### config.mk
export PLATFORM = sky130hd
export DESIGN_NAME = spi_rx_slave
export DESIGN_NICKNAME = d
export VERILOG_FILES = /design/src/rtl/spi_rx_slave.sv
export SDC_FILE = /design/constraint.sdc
export NUM_CORES = 1
export LEC_CHECK = 0
export BUFFER_PORTS_ARGS = -buffer_cell sky130_fd_sc_hd__buf_2
export CORE_ASPECT_RATIO = 0.8
export CORE_MARGIN = 2
export CORE_UTILIZATION = 45
export DETAILED_ROUTE_END_ITERATION = 10
export GPL_ROUTABILITY_DRIVEN = 1
export PLACE_DENSITY = 0.75
export SYNTH_ARGS = -nofsm -noshare
export SYNTH_HDL_FRONTEND = slang
export SYNTH_SLANG_ARGS = --single-unit
### constraint.sdc
create_clock -name clk -period 5.2 [get_ports clk]
set_clock_uncertainty 0.15 [all_clocks]
set_input_delay 1.04 -clock clk [delete_from_list [all_inputs] [get_ports clk]]
set_output_delay 1.04 -clock clk [all_outputs]
set_load 0.05 [all_outputs]
### src/rtl/spi_rx_slave.sv
// SPI responder: synchronizes SS_n/SCLK/MOSI into clk, shifts in an 8/16-bit
// packet and drives the tx_data response on MISO, MSB first.
module spi_rx_slave #(
  parameter int SYNC_STAGES = 2
) (
  input  logic        clk,
  input  logic        rst_n,
  input  logic        SS_n,
  input  logic        SCLK,
  input  logic        MOSI,
  input  logic        pos_edge,
  input  logic        width8,
  input  logic [15:0] tx_data,
  input  logic        clr_rdy,
  output logic [15:0] rx_data,
  output logic        rdy,
  output logic        MISO
);

  typedef enum logic [1:0] {IDLE, RX, DONE} state_t;

  state_t state, state_nxt;

  logic [SYNC_STAGES-1:0] ss_pipe, sclk_pipe, mosi_pipe;
  logic ss_hist, sclk_hist;
  logic ss_s, sclk_s, mosi_s;
  logic ss_fall, ss_rise, sclk_rise, sclk_fall;
  logic smp_edge, shf_edge, pkt_done;
  logic [4:0]  bit_cnt, bit_target;
  logic [15:0] rx_shft, tx_shft;

  // Input synchronizers; SS_n resets to "selected" so a frame already in
  // progress at reset release does not look like a fresh SS_n fall.
  always_ff @(posedge clk or negedge rst_n) begin
    if (!rst_n) begin
      ss_pipe   <= '0;
      sclk_pipe <= '0;
      mosi_pipe <= '0;
      ss_hist   <= 1'b0;
      sclk_hist <= 1'b0;
    end else begin
      ss_pipe   <= {ss_pipe[SYNC_STAGES-2:0], SS_n};
      sclk_pipe <= {sclk_pipe[SYNC_STAGES-2:0], SCLK};
      mosi_pipe <= {mosi_pipe[SYNC_STAGES-2:0], MOSI};
      ss_hist   <= ss_pipe[SYNC_STAGES-1];
      sclk_hist <= sclk_pipe[SYNC_STAGES-1];
    end
  end

  assign ss_s   = ss_pipe[SYNC_STAGES-1];
  assign sclk_s = sclk_pipe[SYNC_STAGES-1];
  assign mosi_s = mosi_pipe[SYNC_STAGES-1];

  assign ss_fall   = ss_hist & ~ss_s;
  assign ss_rise   = ~ss_hist & ss_s;
  assign sclk_rise = ~sclk_hist & sclk_s & ~ss_s;
  assign sclk_fall = sclk_hist & ~sclk_s & ~ss_s;

  assign smp_edge   = pos_edge ? sclk_fall : sclk_rise;
  assign shf_edge   = pos_edge ? sclk_rise : sclk_fall;
  assign bit_target = width8 ? 5'd8 : 5'd16;
  assign pkt_done   = (state == RX) && (bit_cnt == bit_target);

  // Frame control
  always_ff @(posedge clk or negedge rst_n) begin
    if (!rst_n) state <= IDLE;
    else        state <= state_nxt;
  end

  always_comb begin
    state_nxt = state;
    case (state)
      IDLE:    if (ss_fall) state_nxt = RX;
      RX:      if (pkt_done) state_nxt = DONE;
               else if (ss_rise) state_nxt = IDLE;
      DONE:    if (ss_rise) state_nxt = IDLE;
      default: state_nxt = IDLE;
    endcase
  end

  // Shift registers and bit counter
  always_ff @(posedge clk or negedge rst_n) begin
    if (!rst_n) begin
      rx_shft <= '0;
      tx_shft <= '0;
      bit_cnt <= '0;
    end else if (state == IDLE && ss_fall) begin
      tx_shft <= width8 ? {tx_data[7:0], 8'h00} : tx_data;
      rx_shft <= '0;
      bit_cnt <= '0;
    end else if (state == RX && !pkt_done) begin
      if (smp_edge) begin
        rx_shft <= {rx_shft[14:0], mosi_s};
        bit_cnt <= bit_cnt + 5'd1;
      end
      if (shf_edge && bit_cnt != 5'd0)
        tx_shft <= {tx_shft[14:0], 1'b0};
    end
  end

  // Parallel output; a completing packet beats a simultaneous clear
  always_ff @(posedge clk or negedge rst_n) begin
    if (!rst_n) begin
      rx_data <= '0;
      rdy     <= 1'b0;
    end else if (pkt_done) begin
      rx_data <= width8 ? {8'h00, rx_shft[7:0]} : rx_shft;
      rdy     <= 1'b1;
    end else if (clr_rdy) begin
      rdy     <= 1'b0;
    end
  end

  assign MISO = ~ss_s & tx_shft[15];

endmodule
* Word-level counts from Yosys, hierarchy flattened *
Index checks and enable logic that the tools add are counted.

storage, ports and cells
  register bits after elaboration = 64
  bits in latches = 0
  memory bits (writable) = 0
  bits in read-only memories = 0
  bits of input ports = 24
  output and inout bits = 18
  memories = 0

operators by class
  add/subtract/negate cells = 1
  multiply operators = 0
  div/mod/pow operators = 0
  $lt $le $gt $ge = 0
  equality and inequality tests = 4
  shift operators = 0
  muxes and demuxes = 20
  bitwise operators = 11
  reduce and logical (&&, ||, !) cells = 13

operators with widths
  operator                                                                count
  16-bit two-way mux                                                      8
  5-bit two-way mux                                                       4
  2-bit nonzero test                                                      4
  1-bit bitwise AND                                                       7
  2-bit two-way mux                                                       3
  2-bit case mux with 3 select lines                                      1
  5-bit by 1-bit adder with 5-bit output (second input constant)          1
  5-bit equality test                                                     1
  5-bit nonzero test                                                      1
  1-bit logical AND                                                       4
  1-bit two-way mux                                                       4
  1-bit NOT                                                               4
  2-bit AND reduction                                                     2
  2-bit by 1-bit equality test with 1-bit output (second input constant)  1
  2-bit equality test (second input constant)                             1
  2-bit logical NOT                                                       1
  2-bit inequality test (second input constant)                           1
  1-bit logical NOT                                                       1

* Logic depth before layout (Yosys ltp) *
  word-level depth = 8
  mapped depth = 8

* Worst setup path after synthesis *
Ideal clock, no wire load.

  path kind = input to register
  start point = input port width8
  end point = register rx_data[5]
  library setup time = 125 ps
  arrival = 2354 ps
  data required time = 4925 ps
  slack = 2571 ps
  stages = 5
  cell sequence = buf_2 and3b_1 o2111ai_2 buf_2 mux2_2

on the way
  longest elaborated chain between the ends = 3

RTL lines
  item                  RTL line  text
  start, declared       12        input logic width8,
  5-bit two-way mux     61        assign bit_target = width8 ? 5'd8 : 5'd16;
  5-bit equality test   62        assign pkt_done = (state == RX) && (bit_cnt == bit_target);
  1-bit logical AND     62
  end signal, assigned  107       rx_data <= width8 ? {8'h00, rx_shft[7:0]} : rx_shft;
  end, declared         15        output logic [15:0] rx_data,

Every way passes these cells.
A chain may end at the register's enable or synchronous reset.

* Worst setup path after layout *
  start point = input port pos_edge
  end point = register tx_shft[0]

on the way
  longest elaborated chain between the ends = 4

RTL lines
  item                           RTL line  text
  start, declared                11        input logic pos_edge,
  1-bit two-way mux              60        assign shf_edge = pos_edge ? sclk_rise : sclk_fall;
  1-bit logical AND              96        if (shf_edge && bit_cnt != 5'd0)
  2-bit nonzero test (no line)   -
  2-bit AND reduction (no line)  -
  end signal, assigned           88        tx_shft <= width8 ? {tx_data[7:0], 8'h00} : tx_data;
  end signal, assigned           97        tx_shft <= {tx_shft[14:0], 1'b0};
  end, declared                  30        logic [15:0] rx_shft, tx_shft;

Every way passes these cells.

==> reports/metrics.cfg <==
[detailed_routing]
drtPass1Iterations = 5
vias = 2224
postRouteAntennaNets = 0
avgViaCountPerCell = 5.44
drt_iter0_markers = 181
wire_per_inst_um = 14.7
drcViolationCount = 0
routed_wl_um = 6010

[logic_synthesis]
synthCells = 284
synth_area_leaders = dfrtp_1 (54%), a21oi_1 (5.7%), o21ai_0 (4.5%)
yosysSeqAreaShare_pct = 53.7
synthFlopType = dfrtp_1
ys_async_sr_fraction_pct = 100
syn-mean-instance-area_um2 = 10.5
syn_nets = 310
synth-edff-count = 0
synth.largest_area_cell = dfrtp_1
synth_cell_type_count = 35
synth_top_area_share_pct = 53.7
yosys_warnings = 0
netlist_area_um2 = 2980
ys_ff_latch = 64

[clock_network]
clk_pin_slew_ns = 0.07
cts-root-buf = clkbuf_8
cts_resized = 0
cts_buffers = 9
cts.htree.levels = 3
cts_setup_buffers = 0
holdBufCountCts = 0
clk_path_buf_depth = 2
clk_latency_ns = 0.33
cts_tree = done
clock-sinks = 64

[power_and_ir_drop]
peakVddDrop_v = 0.000204
p_per_area_nw_per_um2 = 376
p_seq_share_pct = 49.3
intPower_mw = 0.903
pwr-share-comb_pct = 19.4
swShare_pct = 29.3
leakagePower_nw = 1.66
p_sw_mw = 0.373
clkPwrFrac_pct = 31.3

[layout]
antenna_cells = 0
nNetsFinal = 346
design_area_um2 = 3400
area_delta_synth_final_pct = 13.9
multi_input_area_um2 = 1250
nFillCells = 591
seqCellArea_um2 = 1600
drive_gt1_share_pct = 24.3

[critical_path]
critPathKind = input port to register
crit_arrival_ns = 3.15
ff2ff_setup_slack_ns = 2.39
worst_setup_path_start_kind = input port
crit_path_end_kind = register
cp.required_ns = 5.23
cp_max_fo = 16

[grt]
grt_use_total_pct = 17.9
grt_overflow = 0
grt_pass1_wl_um = 10200
antenna_found_initial = 0
grt_pass1_vias = 2136
grt_max_degree = 65

[timing]
fin_ws_ns = 2.08
hold_violations = 0
worst_slew_pin_slew_ns = 1.09
setup-tns-final_ns = 0
fin_crit_sh_pct = 60.0
setup_viol = 0
maxSlewViolCount = 0
min_period_ns = 3.12
clock.fmax_mhz = 320
maxSlewHeadroom_pct = 27.0
rsz0062_at_grt = false
hold_slack_ns = 0.199

[die]
core_um2 = 6410
io_pins = 42
fp.dieH_um = 76.8
die_x_um = 95.0
rows = 26
dieArea_um2 = 7300
start_util_pct = 46.5

[worst_hold_path]
min_path_type = register to register

[placed_design]
numPortBuffers = 41
post-place-ws_ns = 1.75
dpl_cell_area_um2 = 3220
dp.final_hpwl_um = 3820
gp_congestion = 0.757

[job]
drv_cap = 0

[run_status]
status = complete, no violations

critical path, cell delays in order:
cell and delay, ns:
buf_2 0.12, or3b_4 0.38, a2111oi_4 0.79, and2_1 0.63
o32ai_1 0.19
logic make-up (layout without fill, tap and decap cells):
family,after synthesis,count (layout),synth area share [%]
fa+ha+maj,2,2,0.839
simple gates,87,87,16.0
buf+inv,27,68,4.62
mux,18,18,6.38
flops,64,64,53.7
compound gates,86,86,18.4
stage by stage:
stage | std cells | power (mW) | utilization, %
floorplan | 284 | 0.816 | -
global placement | 393 | 0.868 | 50.2
detailed placement | 393 | 0.883 | 50.2
CTS | 409 | 1.29 | 53.0
global route | 409 | 1.36 | 53.0
finish | 409 | 1.28 | 53.0
path summary, 6_finish.rpt:
kind / start / to / cells past startpoint
max reg2reg: bit_cnt[0] / tx_shft[0] / 6
min: sclk_pipe[0] / sclk_pipe[1] / 0
min in group asynchronous: rst_n / tx_shft[0] / 2
max: pos_edge / tx_shft[0] / 5
min reg2reg: sclk_pipe[0] / sclk_pipe[1] / 0
max in group asynchronous: rst_n / rx_shft[6] / 2
sequential cells by signal, indices dropped and copies added (netlist names):
signal     count
bit_cnt        5
mosi_pipe      2
rdy            1
rx_data       16
rx_shft       16
sclk_hist      1
sclk_pipe      2
ss_hist        1
ss_pipe        2
state          2
tx_shft       16
cell usage in the layout, fill, tap and decap left out, types with 8 or more instances in the layout:
master,Yosys,layout
nor2_1,8,8
mux2_2,8,8
a21oi_1,34,34
nand2_1,28,28
o21ai_0,27,27
buf_2,4,41
dfrtp_1,64,64
mux2i_1,10,10
nand2b_1,10,10
nand3_1,20,20
a211o_1,11,11
clkbuf_8,0,9
Yosys cell counts, drive strengths merged (2+ instances only):
cell type,number
dfrtp,64
a21oi,34
nand2,28
o21ai,28
nand3,20
a211o,16
clkbuf,13
mux2i,10
nand2b,10
mux2,8
nor2,8
nor3b,8
buf,7
inv,7
a211oi,2
ha,2
nand3b,2
nand4,2
nor2b,2
nor4b,2
o211ai,2
or3b,2
power groups by stage:
stage                     logic (mW)  registers (mW)  clock network, mW
after floorplan                0.193           0.623                  0
after global placement         0.237           0.631                  0
after detailed placement       0.250           0.633                  0
after CTS                      0.251           0.627              0.410
after global routing           0.281           0.638              0.436
final                          0.248           0.629              0.399
layer usage:
layer	vias up	track usage, %	wire length, um
met3	6	4.62	329
met2	69	27.0	2910
met1	1069	24.3	2710
li1	1080	-	-
met5	-	0	0
met4	0	7.97	65
cell type report:
type / count / area share (%)
Sequential cell: 64 / 47.2
Multi-Input combinational cell: 193 / 36.7
Timing Repair Buffer: 45 / 6.93
Clock buffer: 12 / 3.98
Tap cell: 84 / 3.10
Clock inverter: 4 / 1.33
Inverter: 7 / 0.774
Note: power is estimated with default switching activity, not from simulation.
